===== config.mk =====
export PLATFORM = sky130hd
export DESIGN_NAME = layer_rom_arbiter_flat
export DESIGN_NICKNAME = d
export VERILOG_FILES = /design/src/rtl/layer_rom_arbiter_if.sv /design/src/rtl/layer_rom_arbiter.sv /design/src/flat_wrapper.sv
export SDC_FILE = /design/constraint.sdc
export NUM_CORES = 1
export LEC_CHECK = 0
export BUFFER_PORTS_ARGS = -buffer_cell sky130_fd_sc_hd__buf_2
export CORE_MARGIN = 1.5
export CORE_UTILIZATION = 50
export DETAILED_ROUTE_END_ITERATION = 10
export PLACE_DENSITY = 0.84
export SLEW_MARGIN = 20
export SYNTH_ARGS = -nofsm -noshare
export SYNTH_HDL_FRONTEND = slang
export SYNTH_SLANG_ARGS = --single-unit

===== constraint.sdc =====
create_clock -name CLK_32M -period 12.5 [get_ports CLK_32M]
set_input_delay 1.25 -clock CLK_32M [delete_from_list [all_inputs] [get_ports CLK_32M]]
set_output_delay 1.25 -clock CLK_32M [all_outputs]
set_load 0.1 [all_outputs]

===== src/rtl/layer_rom_arbiter_if.sv =====
// SDRAM layer-ROM read channel: one request/address pair out, one data-valid pulse back.
interface layer_rom_arbiter_if #(
  parameter int AW = 21,
  parameter int DW = 32
);
  logic          sdr_req;
  logic [AW-1:0] sdr_addr;
  logic          sdr_rdy;
  logic [DW-1:0] sdr_data;

  modport master (
    output sdr_req,
    output sdr_addr,
    input  sdr_rdy,
    input  sdr_data
  );

  modport slave (
    input  sdr_req,
    input  sdr_addr,
    output sdr_rdy,
    output sdr_data
  );
endinterface


===== src/rtl/layer_rom_arbiter.sv =====
// Round-robin arbiter sharing one SDRAM tile-ROM read channel between NUM_REQ layer fetchers.
// Each layer owns a one-deep pending slot; the latest address written to a slot wins.
module layer_rom_arbiter #(
  parameter int NUM_REQ = 3,
  parameter int AW      = 21,
  parameter int DW      = 32
) (
  input  logic                  CLK_32M,
  input  logic                  reset,
  input  logic [NUM_REQ-1:0]    req_en,
  input  logic [NUM_REQ-1:0]    req,
  input  logic [NUM_REQ*AW-1:0] req_addr,
  output logic [NUM_REQ-1:0]    rdy,
  output logic [NUM_REQ*DW-1:0] rdata,
  output logic                  busy,
  layer_rom_arbiter_if.master   sdr
);

  localparam int GW = $clog2(NUM_REQ);

  typedef enum logic {
    IDLE,
    WAIT
  } state_t;

  state_t              state_reg, state_next;
  logic [GW-1:0]       grant_reg, grant_next;
  logic [GW-1:0]       last_grant_reg, last_grant_next;
  logic                sdr_req_reg, sdr_req_next;
  logic [AW-1:0]       sdr_addr_reg, sdr_addr_next;
  logic [NUM_REQ-1:0]  rdy_reg, rdy_next;

  logic [NUM_REQ-1:0]  pend_vec;
  logic [AW-1:0]       addr_arr [NUM_REQ];
  logic [NUM_REQ-1:0]  eligible;
  logic [NUM_REQ-1:0]  done_clr;
  logic [NUM_REQ-1:0]  rdata_we;

  logic                found_hi, found_lo;
  logic [GW-1:0]       pick_hi, pick_lo, pick;
  logic [AW-1:0]       pick_addr;

  assign eligible = pend_vec & req_en;

  // Per-layer pending slot, address latch and returned-data register.
  genvar gi;
  generate
    for (gi = 0; gi < NUM_REQ; gi++) begin : g_slot
      logic          slot_pend_reg;
      logic [AW-1:0] slot_addr_reg;
      logic [DW-1:0] slot_rdata_reg;

      always_ff @(posedge CLK_32M or posedge reset) begin
        if (reset) begin
          slot_pend_reg  <= 1'b0;
          slot_addr_reg  <= '0;
          slot_rdata_reg <= '0;
        end else begin
          // A fresh request beats the completion clear in the same cycle.
          if (!req_en[gi]) begin
            slot_pend_reg <= 1'b0;
          end else if (req[gi]) begin
            slot_pend_reg <= 1'b1;
            slot_addr_reg <= req_addr[gi*AW +: AW];
          end else if (done_clr[gi]) begin
            slot_pend_reg <= 1'b0;
          end
          if (rdata_we[gi]) begin
            slot_rdata_reg <= sdr.sdr_data;
          end
        end
      end

      assign pend_vec[gi]           = slot_pend_reg;
      assign addr_arr[gi]           = slot_addr_reg;
      assign rdata[gi*DW +: DW]     = slot_rdata_reg;
    end
  endgenerate

  // Round-robin pick: first eligible index above last_grant, else lowest eligible.
  always_comb begin
    found_hi = 1'b0;
    found_lo = 1'b0;
    pick_hi  = '0;
    pick_lo  = '0;
    for (int i = 0; i < NUM_REQ; i++) begin
      if (eligible[i] && !found_hi && (GW'(i) > last_grant_reg)) begin
        found_hi = 1'b1;
        pick_hi  = GW'(i);
      end
      if (eligible[i] && !found_lo) begin
        found_lo = 1'b1;
        pick_lo  = GW'(i);
      end
    end
    pick = found_hi ? pick_hi : pick_lo;
  end

  always_comb begin
    pick_addr = '0;
    for (int i = 0; i < NUM_REQ; i++) begin
      if (pick == GW'(i)) begin
        pick_addr = addr_arr[i];
      end
    end
  end

  always_ff @(posedge CLK_32M or posedge reset) begin
    if (reset) begin
      state_reg      <= IDLE;
      grant_reg      <= '0;
      last_grant_reg <= GW'(NUM_REQ - 1);
      sdr_req_reg    <= 1'b0;
      sdr_addr_reg   <= '0;
      rdy_reg        <= '0;
    end else begin
      state_reg      <= state_next;
      grant_reg      <= grant_next;
      last_grant_reg <= last_grant_next;
      sdr_req_reg    <= sdr_req_next;
      sdr_addr_reg   <= sdr_addr_next;
      rdy_reg        <= rdy_next;
    end
  end

  always_comb begin
    state_next      = state_reg;
    grant_next      = grant_reg;
    last_grant_next = last_grant_reg;
    sdr_req_next    = 1'b0;
    sdr_addr_next   = sdr_addr_reg;
    rdy_next        = '0;
    done_clr        = '0;
    rdata_we        = '0;
    case (state_reg)
      IDLE: begin
        if (found_lo) begin
          grant_next      = pick;
          last_grant_next = pick;
          sdr_addr_next   = pick_addr;
          sdr_req_next    = 1'b1;
          state_next      = WAIT;
        end
      end
      WAIT: begin
        if (sdr.sdr_rdy) begin
          state_next = IDLE;
          for (int i = 0; i < NUM_REQ; i++) begin
            if (grant_reg == GW'(i)) begin
              done_clr[i] = 1'b1;
              // A layer disabled mid-fetch gets neither data nor a pulse.
              if (req_en[i]) begin
                rdy_next[i] = 1'b1;
                rdata_we[i] = 1'b1;
              end
            end
          end
        end
      end
      default: state_next = IDLE;
    endcase
  end

  assign rdy          = rdy_reg;
  assign busy         = (state_reg == WAIT);
  assign sdr.sdr_req  = sdr_req_reg;
  assign sdr.sdr_addr = sdr_addr_reg;

endmodule


===== src/flat_wrapper.sv =====
// flat-port wrapper written by rule: the top's interface ports become plain ports
module layer_rom_arbiter_flat 
#(
  parameter int NUM_REQ = 3,
  parameter int AW      = 21,
  parameter int DW      = 32
)
  (CLK_32M, reset, req_en, req, req_addr, rdy, rdata, busy, sdr_sdr_req, sdr_sdr_addr, sdr_sdr_rdy, sdr_sdr_data);
  layer_rom_arbiter_if #(.AW(AW), .DW(DW)) sdr_i ();
  input  logic CLK_32M;
  input  logic reset;
  input  logic [NUM_REQ-1:0] req_en;
  input  logic [NUM_REQ-1:0] req;
  input  logic [NUM_REQ*AW-1:0] req_addr;
  output logic [NUM_REQ-1:0] rdy;
  output logic [NUM_REQ*DW-1:0] rdata;
  output logic busy;
  output wire logic [$bits(sdr_i.sdr_req)-1:0] sdr_sdr_req;
  output wire logic [$bits(sdr_i.sdr_addr)-1:0] sdr_sdr_addr;
  input wire logic [$bits(sdr_i.sdr_rdy)-1:0] sdr_sdr_rdy;
  input wire logic [$bits(sdr_i.sdr_data)-1:0] sdr_sdr_data;
  assign sdr_sdr_req = sdr_i.sdr_req;
  assign sdr_sdr_addr = sdr_i.sdr_addr;
  assign sdr_i.sdr_rdy = sdr_sdr_rdy;
  assign sdr_i.sdr_data = sdr_sdr_data;
  layer_rom_arbiter #(.NUM_REQ(NUM_REQ), .AW(AW), .DW(DW)) u_core (.CLK_32M(CLK_32M), .reset(reset), .req_en(req_en), .req(req), .req_addr(req_addr), .rdy(rdy), .rdata(rdata), .busy(busy), .sdr(sdr_i));
endmodule

Yosys cells after proc, flatten, opt, wreduce, memory -nomap -nowiden:

Index checks and enable logic that the tools add are counted.

* bits in registers: 192
* logic and storage cells: 84
* bits of input ports: 104

* bitwise logic cells: 2
* mux-type cells: 40
* reductions and logical operators: 17
* order comparisons: 3
* equal/unequal tests: 7

Operators by type and width (number)
* 21-bit two-way mux: 3
* 1-bit two-way mux: 29
* 3-bit two-way mux: 4
* 3-bit by 1-bit inequality test with 1-bit output, second input constant: 3
* 2-bit AND reduction: 4
* 1-bit logical AND: 7
* 2-bit two-way mux: 3
* 2-bit by 1-bit == test with 1-bit output, second input constant: 2
* 2-bit == test, second input constant: 2
* 1-bit by 2-bit > comparator with 1-bit output, first input constant: 2
* 1-bit zero test: 4
* 2-bit zero test: 2
* 3-bit bitwise AND: 1
* 2-bit > comparator, first input constant: 1
* 1-bit one-hot mux with 2 select lines: 1
* 1-bit inverter: 1

Longest topological paths before layout:

* depth after elaboration: 16
* mapped depth: 6
* gate-level depth less buffers: 5

Least setup slack after synthesis:

OpenSTA, ideal clock, no wires.

* path kind: input to register
* start point: input sdr_sdr_rdy
* end point: register u_core.g_slot[0].slot_rdata_reg[10]
* buffers on the path: 1
* path slack: 10.219 ns
* stages on the path: 5
* data required time: 12.374 ns
* data arrival time: 2.156 ns
* path through: nand2_1 -> nor3_1 -> nand2_2 -> buf_6 -> mux2_2

* longest elaborated chain between the ends: 2

RTL lines
* start, declared: line flat_wrapper.sv:20 `input wire logic [$bits(sdr_i.sdr_rdy)-1:0] sdr_sdr_rdy;`
* 3-bit two-way mux: line layer_rom_arbiter.sv:146 `if (sdr.sdr_rdy) begin`
* 3-bit two-way mux: line layer_rom_arbiter.sv:135 `case (state_reg)`
* end signal, assigned: line layer_rom_arbiter.sv:69 `slot_rdata_reg <= sdr.sdr_data;`
* end, declared: line layer_rom_arbiter.sv:51 `logic [DW-1:0] slot_rdata_reg;`

No other way between the ends.
A chain may end at the register's enable or synchronous reset.

Worst setup path after layout:

* start point: register u_core.state_reg (netlist: u_core.busy)
* end point: output busy

RTL lines
* start, declared: line layer_rom_arbiter.sv:26 `state_t state_reg, state_next;`
* start signal, assigned: line layer_rom_arbiter.sv:117 `state_reg <= state_next;`
* end, declared: line flat_wrapper.sv:17 `output logic busy;`

No word-level cell between the ends.

==> results.ini <==
[detailed_routing]
ant_nets=0
detail_route.wl_per_cell_um=18.3
routed_via_density=5.40
vias=4997
drt-total-wl_um=17000
first_iter_violations=180
drc=0
firstDrtPassIters=4

[cts]
clock-root-buffer=clkbuf_16
cts.sinks=191
cts_hold_buf=0
cts.path.max_buffers=2
cts_buffers=17
cts_htree_levels=4
ctsResizeCount=0
post_cts_buffers=0
insertion_delay_ps=430
clk_pin_slew_ps=70
cts_tree=built

[die]
initial_core_util=0.510
dieArea_um2=16200
rows=45
die_w_um=127
core_um2=15100
ios=226
die_h_um=127

[worst_setup_path]
critPathLaunchType=register
path_class=reg -> out
worst-path-buf-inv=1
cpPeakStageDelay_ps=450
reg2reg_depth=4
reg2reg_from=u_core.busy
path_max_fanout=4
cp.arrival_ps=1290
cp.required_ps=11250
path_cells=buf_2
end_kind=output port
critical-path-top-delay-family=buffers and inverters
crit_slowest_cell=buf_2
r2r_slack_ps=10500
reg2reg_to=u_core.g_slot[0].slot_rdata_reg[14]

[timing]
finalSetupViolCount=0
tns_ps=0
rsz0062_at_grt=false
worst_pin_slew_ps=1080
slew_viol_final=0
slew_headroom=0.278
hold_viol=0
fmax_mhz=394
period_share=0.203
post-route-min-period_ps=2540
skew_ps=7.34

[cells_and_area]
layout_common_cells=buf_2, dfrtp_1, mux2_2
layout.nets=828
final_layout_size_suffix_gt1_frac=0.611
final_common_cell=buf_2
synthToLayoutAreaGrowth_pct=22.9
largest_reg_flops=96

[min_path]
hp-class=reg -> reg
holdCritStartpoint=u_core.g_slot[0].slot_rdata_reg[23]
min_to=u_core.g_slot[0].slot_rdata_reg[23]
min_path_cells=1

[synthesis]
yosys_warnings=0
synth_area_um2=7730
syn_area_per_cell_um2=15.4
synthCells=502
mappedNetlistNets=606
synth_cell_types=31
ys_ff_latch=191
ys_seq_area_frac=0.619

[flow_run]
maxCapViolations=0

[global_route]
grt_pass1_vias=5294
antenna_found_initial=1
grt-ovfl-total=0
grt_usage=0.221
grt_max_degree=107
grt_first_pass_wirelength_um=27600

[placement]
gp_congestion=0.870
dpl.hpwl_um=11800
portBuffers=225

[run_status]
outcome=finished, final reports clean

metal layers:
metal  up-vias  global-route usage  share of wire
met4         0              0.0816          0.018
li1       2233                   -              -
met3        27              0.0490          0.061
met5         -                   0              0
met2       190               0.378           0.50
met1      2547               0.276           0.42
area by class of cell:
cell class / instances / area [um2]
diodes: 1 / 2.50
clock buffers: 19 / 453
clock inverters: 13 / 119
fillers: 1154 / 5650
inverters: 6 / 27.5
multi-input cells: 280 / 2720
flip-flops and latches: 191 / 4780
well taps: 188 / 235
repair buffers: 228 / 1150
through the flow:
stage	setup WS, ps	hold WS [ps]	cell area (um2)	std cells	utilization
after floorplan	6050	479	7730	502	-
after global placement	9390	482	8910	893	0.588
after detailed placement	9300	488	8910	893	0.588
after CTS	9770	504	9480	925	0.626
after global routing	9840	513	9490	926	0.627
final	9960	502	9490	926	0.627
logic make-up (layout without fill, tap and decap cells):
| group | after synthesis | in the layout | share of synthesized area |
|---|---|---|---|
| DFF | 191 | 191 | 0.619 |
| muxes | 159 | 159 | 0.246 |
| buffers and inverters | 31 | 266 | 0.0295 |
| and+or+nand+nor | 69 | 69 | 0.0398 |
| other | 0 | 1 | 0 |
| AOI/OAI and AO/OA | 52 | 52 | 0.0661 |
how the worst max path moves through the flow:
| stage | from | to | cells after the start |
|---|---|---|---|
| 6_report | u_core.busy | busy | 1 |
| 3_5_place_dp | reset | u_core.g_slot[0].slot_rdata_reg[18] | 3 |
| 3_3_place_gp | reset | u_core.g_slot[0].slot_rdata_reg[2] | 3 |
| 4_1_cts | reset | u_core.g_slot[1].slot_rdata_reg[8] | 3 |
| 2_1_floorplan | reset | u_core.busy | 1 |
| 5_1_grt | req_en[1] | u_core.sdr.sdr_addr[9] | 5 |
synth_stat cells:
cell,instances,area [um2]
dfrtp_1,190,4750
inv_2,1,3.75
buf_6,13,146
buf_2,11,55.1
a21oi_1,21,105
nand2_1,30,113
nand2_2,3,18.8
o21a_1,2,15.0
o21ai_1,1,5.00
a311o_1,1,10.0
and2b_1,1,7.51
inv_1,5,18.8
nor3b_2,1,12.5
and3b_2,1,10.0
mux2_2,130,1460
nor3_2,1,10.0
nand3b_2,1,11.3
clkbuf_1,1,3.75
nor2_1,27,101
a221oi_1,2,17.5
a21o_1,1,7.51
mux2_4,29,435
o32ai_4,1,27.5
a22oi_1,1,7.51
dfstp_2,1,26.3
a221oi_2,19,285
o221a_4,1,20.0
and2_1,2,12.5
nor3_1,1,5.00
and3_1,1,6.26
o21ai_0,2,10.0
Power is left out: the tool's default activity adds up to more than one toggle a clock period on the data nets, which glitch-free logic cannot reach.
